===== config.mk =====
export PLATFORM = sky130hd
export DESIGN_NAME = unified_mem_sequencer
export DESIGN_NICKNAME = d
export VERILOG_FILES = /design/src/rtl/unified_mem_sequencer.sv
export SDC_FILE = /design/constraint.sdc
export NUM_CORES = 1
export LEC_CHECK = 0
export BUFFER_PORTS_ARGS = -buffer_cell sky130_fd_sc_hd__clkbuf_2
export CAP_MARGIN = 5
export CORE_MARGIN = 2
export CORE_UTILIZATION = 33
export CTS_BUF_LIST = sky130_fd_sc_hd__clkbuf_4 sky130_fd_sc_hd__clkbuf_8 sky130_fd_sc_hd__clkbuf_16
export CTS_CLUSTER_DIAMETER = 50
export CTS_CLUSTER_SIZE = 28
export DETAILED_ROUTE_END_ITERATION = 8
export HOLD_SLACK_MARGIN = 0.06
export SLEW_MARGIN = 30
export SYNTH_ARGS = -nofsm -noshare
export SYNTH_HDL_FRONTEND = slang
export SYNTH_SLANG_ARGS = --single-unit
export TNS_END_PERCENT = 50

===== constraint.sdc =====
create_clock -name clk -period 2.15 [get_ports clk]
set_input_delay 0.43 -clock clk [delete_from_list [all_inputs] [get_ports clk]]
set_output_delay 0.43 -clock clk [all_outputs]
set_load 0.05 [all_outputs]

===== src/rtl/unified_mem_sequencer.sv =====
// Arbitrates one single-ported unified memory between instruction fetch and the
// load/store stage. Each step runs an optional data access, a fetch, then one advance cycle.
module unified_mem_sequencer #(
   parameter int AW      = 32,
   parameter int DW      = 32,
   parameter int TIMEOUT = 255
) (
   input  logic          clk,
   input  logic          reset,
   input  logic [AW-1:0] PCF,
   input  logic          MemtoRegM,
   input  logic          MemWriteM,
   input  logic [AW-1:0] ALUOutM,
   input  logic [DW-1:0] WriteDataM,
   output logic          mem_req,
   output logic          mem_we,
   output logic [AW-1:0] mem_addr,
   output logic [DW-1:0] mem_wdata,
   input  logic [DW-1:0] mem_rdata,
   input  logic          mem_ready,
   output logic [DW-1:0] InstrF,
   output logic [DW-1:0] ReadDataM,
   output logic          Stall,
   output logic          MemErr,
   output logic [31:0]   StallCnt
);

   typedef enum logic [1:0] {S_DATA, S_FETCH, S_ADV} state_t;

   localparam logic [7:0] WAIT_LAST = 8'(TIMEOUT - 1);

   state_t        state_q;
   logic          req_q;
   logic          we_q;
   logic [AW-1:0] addr_q;
   logic [DW-1:0] wdata_q;
   logic [DW-1:0] instr_q;
   logic [DW-1:0] rdata_q;
   logic          stall_q;
   logic          err_q;
   logic [31:0]   scnt_q;
   logic [7:0]    wait_q;

   logic          op_d;
   logic          done_d;
   logic          expire_d;
   logic [7:0]    wait_d;

   always_comb begin
      op_d     = MemtoRegM | MemWriteM;
      done_d   = req_q & mem_ready;
      expire_d = req_q & ~mem_ready & (wait_q == WAIT_LAST);
      wait_d   = wait_q + 8'd1;
   end

   always_ff @(posedge clk or negedge reset) begin
      if (!reset) begin
         state_q <= S_DATA;
         req_q   <= 1'b0;
         we_q    <= 1'b0;
         addr_q  <= '0;
         wdata_q <= '0;
         instr_q <= '0;
         rdata_q <= '0;
         stall_q <= 1'b1;
         err_q   <= 1'b0;
         scnt_q  <= '0;
         wait_q  <= '0;
      end else begin
         if (stall_q) scnt_q <= scnt_q + 32'd1;
         case (state_q)
            S_DATA: begin
               if (!req_q) begin
                  // No request was pre-issued on entry (e.g. just out of reset):
                  // a pending MEM op is started now, otherwise go straight to fetch.
                  if (op_d) begin
                     req_q   <= 1'b1;
                     we_q    <= MemWriteM;
                     addr_q  <= ALUOutM;
                     wdata_q <= WriteDataM;
                     wait_q  <= '0;
                  end else begin
                     state_q <= S_FETCH;
                     req_q   <= 1'b1;
                     we_q    <= 1'b0;
                     addr_q  <= PCF;
                     wait_q  <= '0;
                  end
               end else if (done_d || expire_d) begin
                  if (done_d && !we_q) rdata_q <= mem_rdata;
                  if (expire_d) err_q <= 1'b1;
                  state_q <= S_FETCH;
                  req_q   <= 1'b1;
                  we_q    <= 1'b0;
                  addr_q  <= PCF;
                  wait_q  <= '0;
               end else begin
                  wait_q <= wait_d;
               end
            end
            S_FETCH: begin
               if (done_d || expire_d) begin
                  if (done_d) instr_q <= mem_rdata;
                  if (expire_d) err_q <= 1'b1;
                  state_q <= S_ADV;
                  req_q   <= 1'b0;
                  we_q    <= 1'b0;
                  stall_q <= 1'b0;
               end else begin
                  wait_q <= wait_d;
               end
            end
            S_ADV: begin
               // Controls seen here belong to the instruction entering MEM, so the
               // data request goes out on the very first cycle of S_DATA.
               state_q <= S_DATA;
               stall_q <= 1'b1;
               req_q   <= op_d;
               we_q    <= MemWriteM;
               addr_q  <= ALUOutM;
               wdata_q <= WriteDataM;
               wait_q  <= '0;
            end
            default: begin
               state_q <= S_DATA;
               req_q   <= 1'b0;
               we_q    <= 1'b0;
               stall_q <= 1'b1;
            end
         endcase
      end
   end

   assign mem_req   = req_q;
   assign mem_we    = we_q;
   assign mem_addr  = addr_q;
   assign mem_wdata = wdata_q;
   assign InstrF    = instr_q;
   assign ReadDataM = rdata_q;
   assign Stall     = stall_q;
   assign MemErr    = err_q;
   assign StallCnt  = scnt_q;

endmodule


==> metrics.txt <==
WP data arrival=2.23 ns; row count=54; vias per std cell=4.55; CP max FO=32; first-pass GRT wire length=between 20 and 30 mm; post-layout min period=approximately 1.9 ns; worst clock skew=between 0.01 and 0.015 ns; final setup violation count=0; postcts setup bufs=0; Die Height=154 um; global route overflow=0; RSZ-0062 raised after global routing=no; yosys warns=0; final antenna-violating net count=0; number of global-route vias before repair=5558; leak pwr=about 4.9 nW; max-slew violations=0; startpoint types=flip-flop; H-tree depth=4; Max Freq=518 MHz; core area=22000 um2; Worst Hold Class=in2reg; Slew @ Worst Pin=0.529 ns; Period Utilization, post-route=89.8%; final WL=17.5 mm; Primary FF master, synth=dfrtp_1; detailed router's first-iteration violation count=183; total CTS buffers=17; Max-cap violations=0; share of the synthesized area in the top cell type=58.2%; Rel. slew slack=64.4%; Yosys top cell by area=dfrtp_1; largest net degree at the start of global routing=65; Cell Pwr Density=1880 nW/um2; Setup Total Neg Slack=0 ns; Worst setup EP type=flip-flop; Clock Tree Buf Depth=2; Post-synth EDFFs=0; Netlist cell types=48; peak supply drop=0.835 mV; die area=roughly 24000 um2; ant diodes=0; Area Growth Syn to Fin=33.6%; fraction of layout cells with a size suffix above 1=around 53%; Syn Inst Count=around 570; Setup CP Type=reg2reg; initial antenna violation count=0; nets=1014; Min Hold Slack=~0.24 ns; ys async rst share=100%; via count=5311; root buf cell=clkbuf_16; I/O pins=297; Final Hold Fails=0; Synth area leaders=dfrtp_1 58%, mux2_2 15%, mux2i_1 4.3%, nand2_1 2.5%, xnor2_1 2.5%; CP required=~2.5 ns; starting density of the core=around 34%; PortBufs=between 200 and 300; Die Wd=154 um; Syn Nets=709; First-pass DRT Iterations=4; CTS tree=done; worst skew pair latency=0.42 ns; HPWL Detailed=13.2 mm; CTS Sinks=174; Filler cells=2063; Yosys reg bits=174; clock-pin slew on the worst setup and hold paths=0.07 ns; synthesized cell area=about 7400 um2; Synth Area per Inst=13.1 um2; remaining routing DRC violations=0; Final GP Congestion=0.781; Total GRT Usage=15.1%; status=complete, no violations; sequential share of the synthesized area=between 50% and 60%; drt wl/cell=15.0 um
[cell type report]
| type | instances | area (um2) | share of cell area [%] |
|---|---|---|---|
| clock buffers | 19 | 447 | 4.50 |
| clock inverters | 13 | 128 | 1.28 |
| inverters | 13 | 48.8 | 0.491 |
| multi-input cells | 357 | 2920 | 29.4 |
| flip-flops and latches | 174 | 4360 | 43.8 |
| well taps | 280 | 350 | 3.53 |
| repair buffers | 311 | 1690 | 17.0 |
[cells in the final DEF (no fill, tap or decap), types with 4 or more instances in the layout]
cell         n
clkbuf_2   295
a21oi_1     11
dfrtp_1    173
inv_6        5
o21ai_1     18
xor2_1      10
nand4_1      9
ha_1         7
inv_1       12
mux2_2      97
nand2b_1     6
nand2_1     50
nand3_1     17
and3_1       4
buf_4        7
clkbuf_16   17
o22ai_2      6
buf_12       7
o21ai_0     20
nor2_1      15
xnor2_1     21
mux2i_1     32
[critical path, cell delays in order, from the launching register on]
cell and delay, ns:
dfrtp_1 0.40, inv_1 0.12, ha_1 0.19, nor2b_1 0.18
o21ai_1 0.19, o21ai_4 0.12, buf_12 0.22, mux2_2 0.36
[metal layers]
layer	global-route usage (%)	share of wire (%)
met5	0	0
met2	26.2	51
met4	5.30	1.6
met3	3.10	4.5
met1	18.5	43
[power breakdown]
| part | switching, W | total, W | internal, W | leakage, nW |
|---|---|---|---|---|
| combinational | 0.00728 | 0.0102 | 0.00296 | 2.48 |
| sequential | 0.000779 | 0.00546 | 0.00468 | 2.15 |
| clock | 0.00134 | 0.00301 | 0.00167 | 0.280 |
[path summary, 6_finish.rpt]
path	start	to	slack (ns)	cells after the start
worst max-delay path	state_q[1]$_DFFE_PN0P_	mem_wdata[6]$_DFFE_PN0P_	0.22	7
worst min-delay path	WriteDataM[13]	mem_wdata[13]$_DFFE_PN0P_	0.24	2
worst max register to register	state_q[1]$_DFFE_PN0P_	mem_wdata[6]$_DFFE_PN0P_	0.22	7
worst min register to register	StallCnt[31]$_DFFE_PN0P_	StallCnt[31]$_DFFE_PN0P_	0.48	1
max in group asynchronous	reset	mem_wdata[1]$_DFFE_PN0P_	0.98	3
min in group asynchronous	reset	mem_wdata[13]$_DFFE_PN0P_	0.54	2
[cell families after synthesis]
group | after synthesis | share of synthesized area (%)
xor+xnor | 31 | 3.65
buf+inv | 38 | 2.71
compound gates | 67 | 5.63
simple gates | 123 | 9.28
flops | 174 | 58.6
mux | 129 | 19.0
fa+ha+maj | 7 | 1.18
[sequential cells by signal (all words and copies together) (netlist names)]
name,cells
mem_we,1
ReadDataM,32
wait_q,8
mem_addr,32
mem_wdata,32
MemErr,1
mem_req,1
Stall,1
InstrF,32
state_q,2
StallCnt,32
[repair_timing]
action                                  CTS  global route
resized for setup                         0             1
hold buffers                              1             0
hold endpoints to repair                 46             0
endpoints found under the setup margin    0             7
[synthesized netlist by cell type (10+ instances only)]
master / count
o21ai_1: 20
a21oi_1: 11
nand3_1: 17
dfrtp_1: 173
inv_1: 12
nand2_1: 50
mux2i_1: 32
buf_2: 11
o21ai_0: 20
xnor2_1: 21
xor2_1: 10
nor2_1: 15
mux2_2: 97
[metrics by stage]
stage	std cells	utilization, %	total power (W)	setup WS [ns]	area [um2]
after CTS	1167	45.2	0.0189	0.102	9930
after global routing	1167	45.3	0.0197	0.0105	9940
after detailed placement	1134	42.6	0.0158	0.113	9340
after global placement	1134	42.6	0.0157	0.143	9340
final	1167	45.3	0.0187	0.220	9940
after floorplan	569	-	0.0133	0.203	7440
Note: power is estimated with default switching activity, not from simulation.
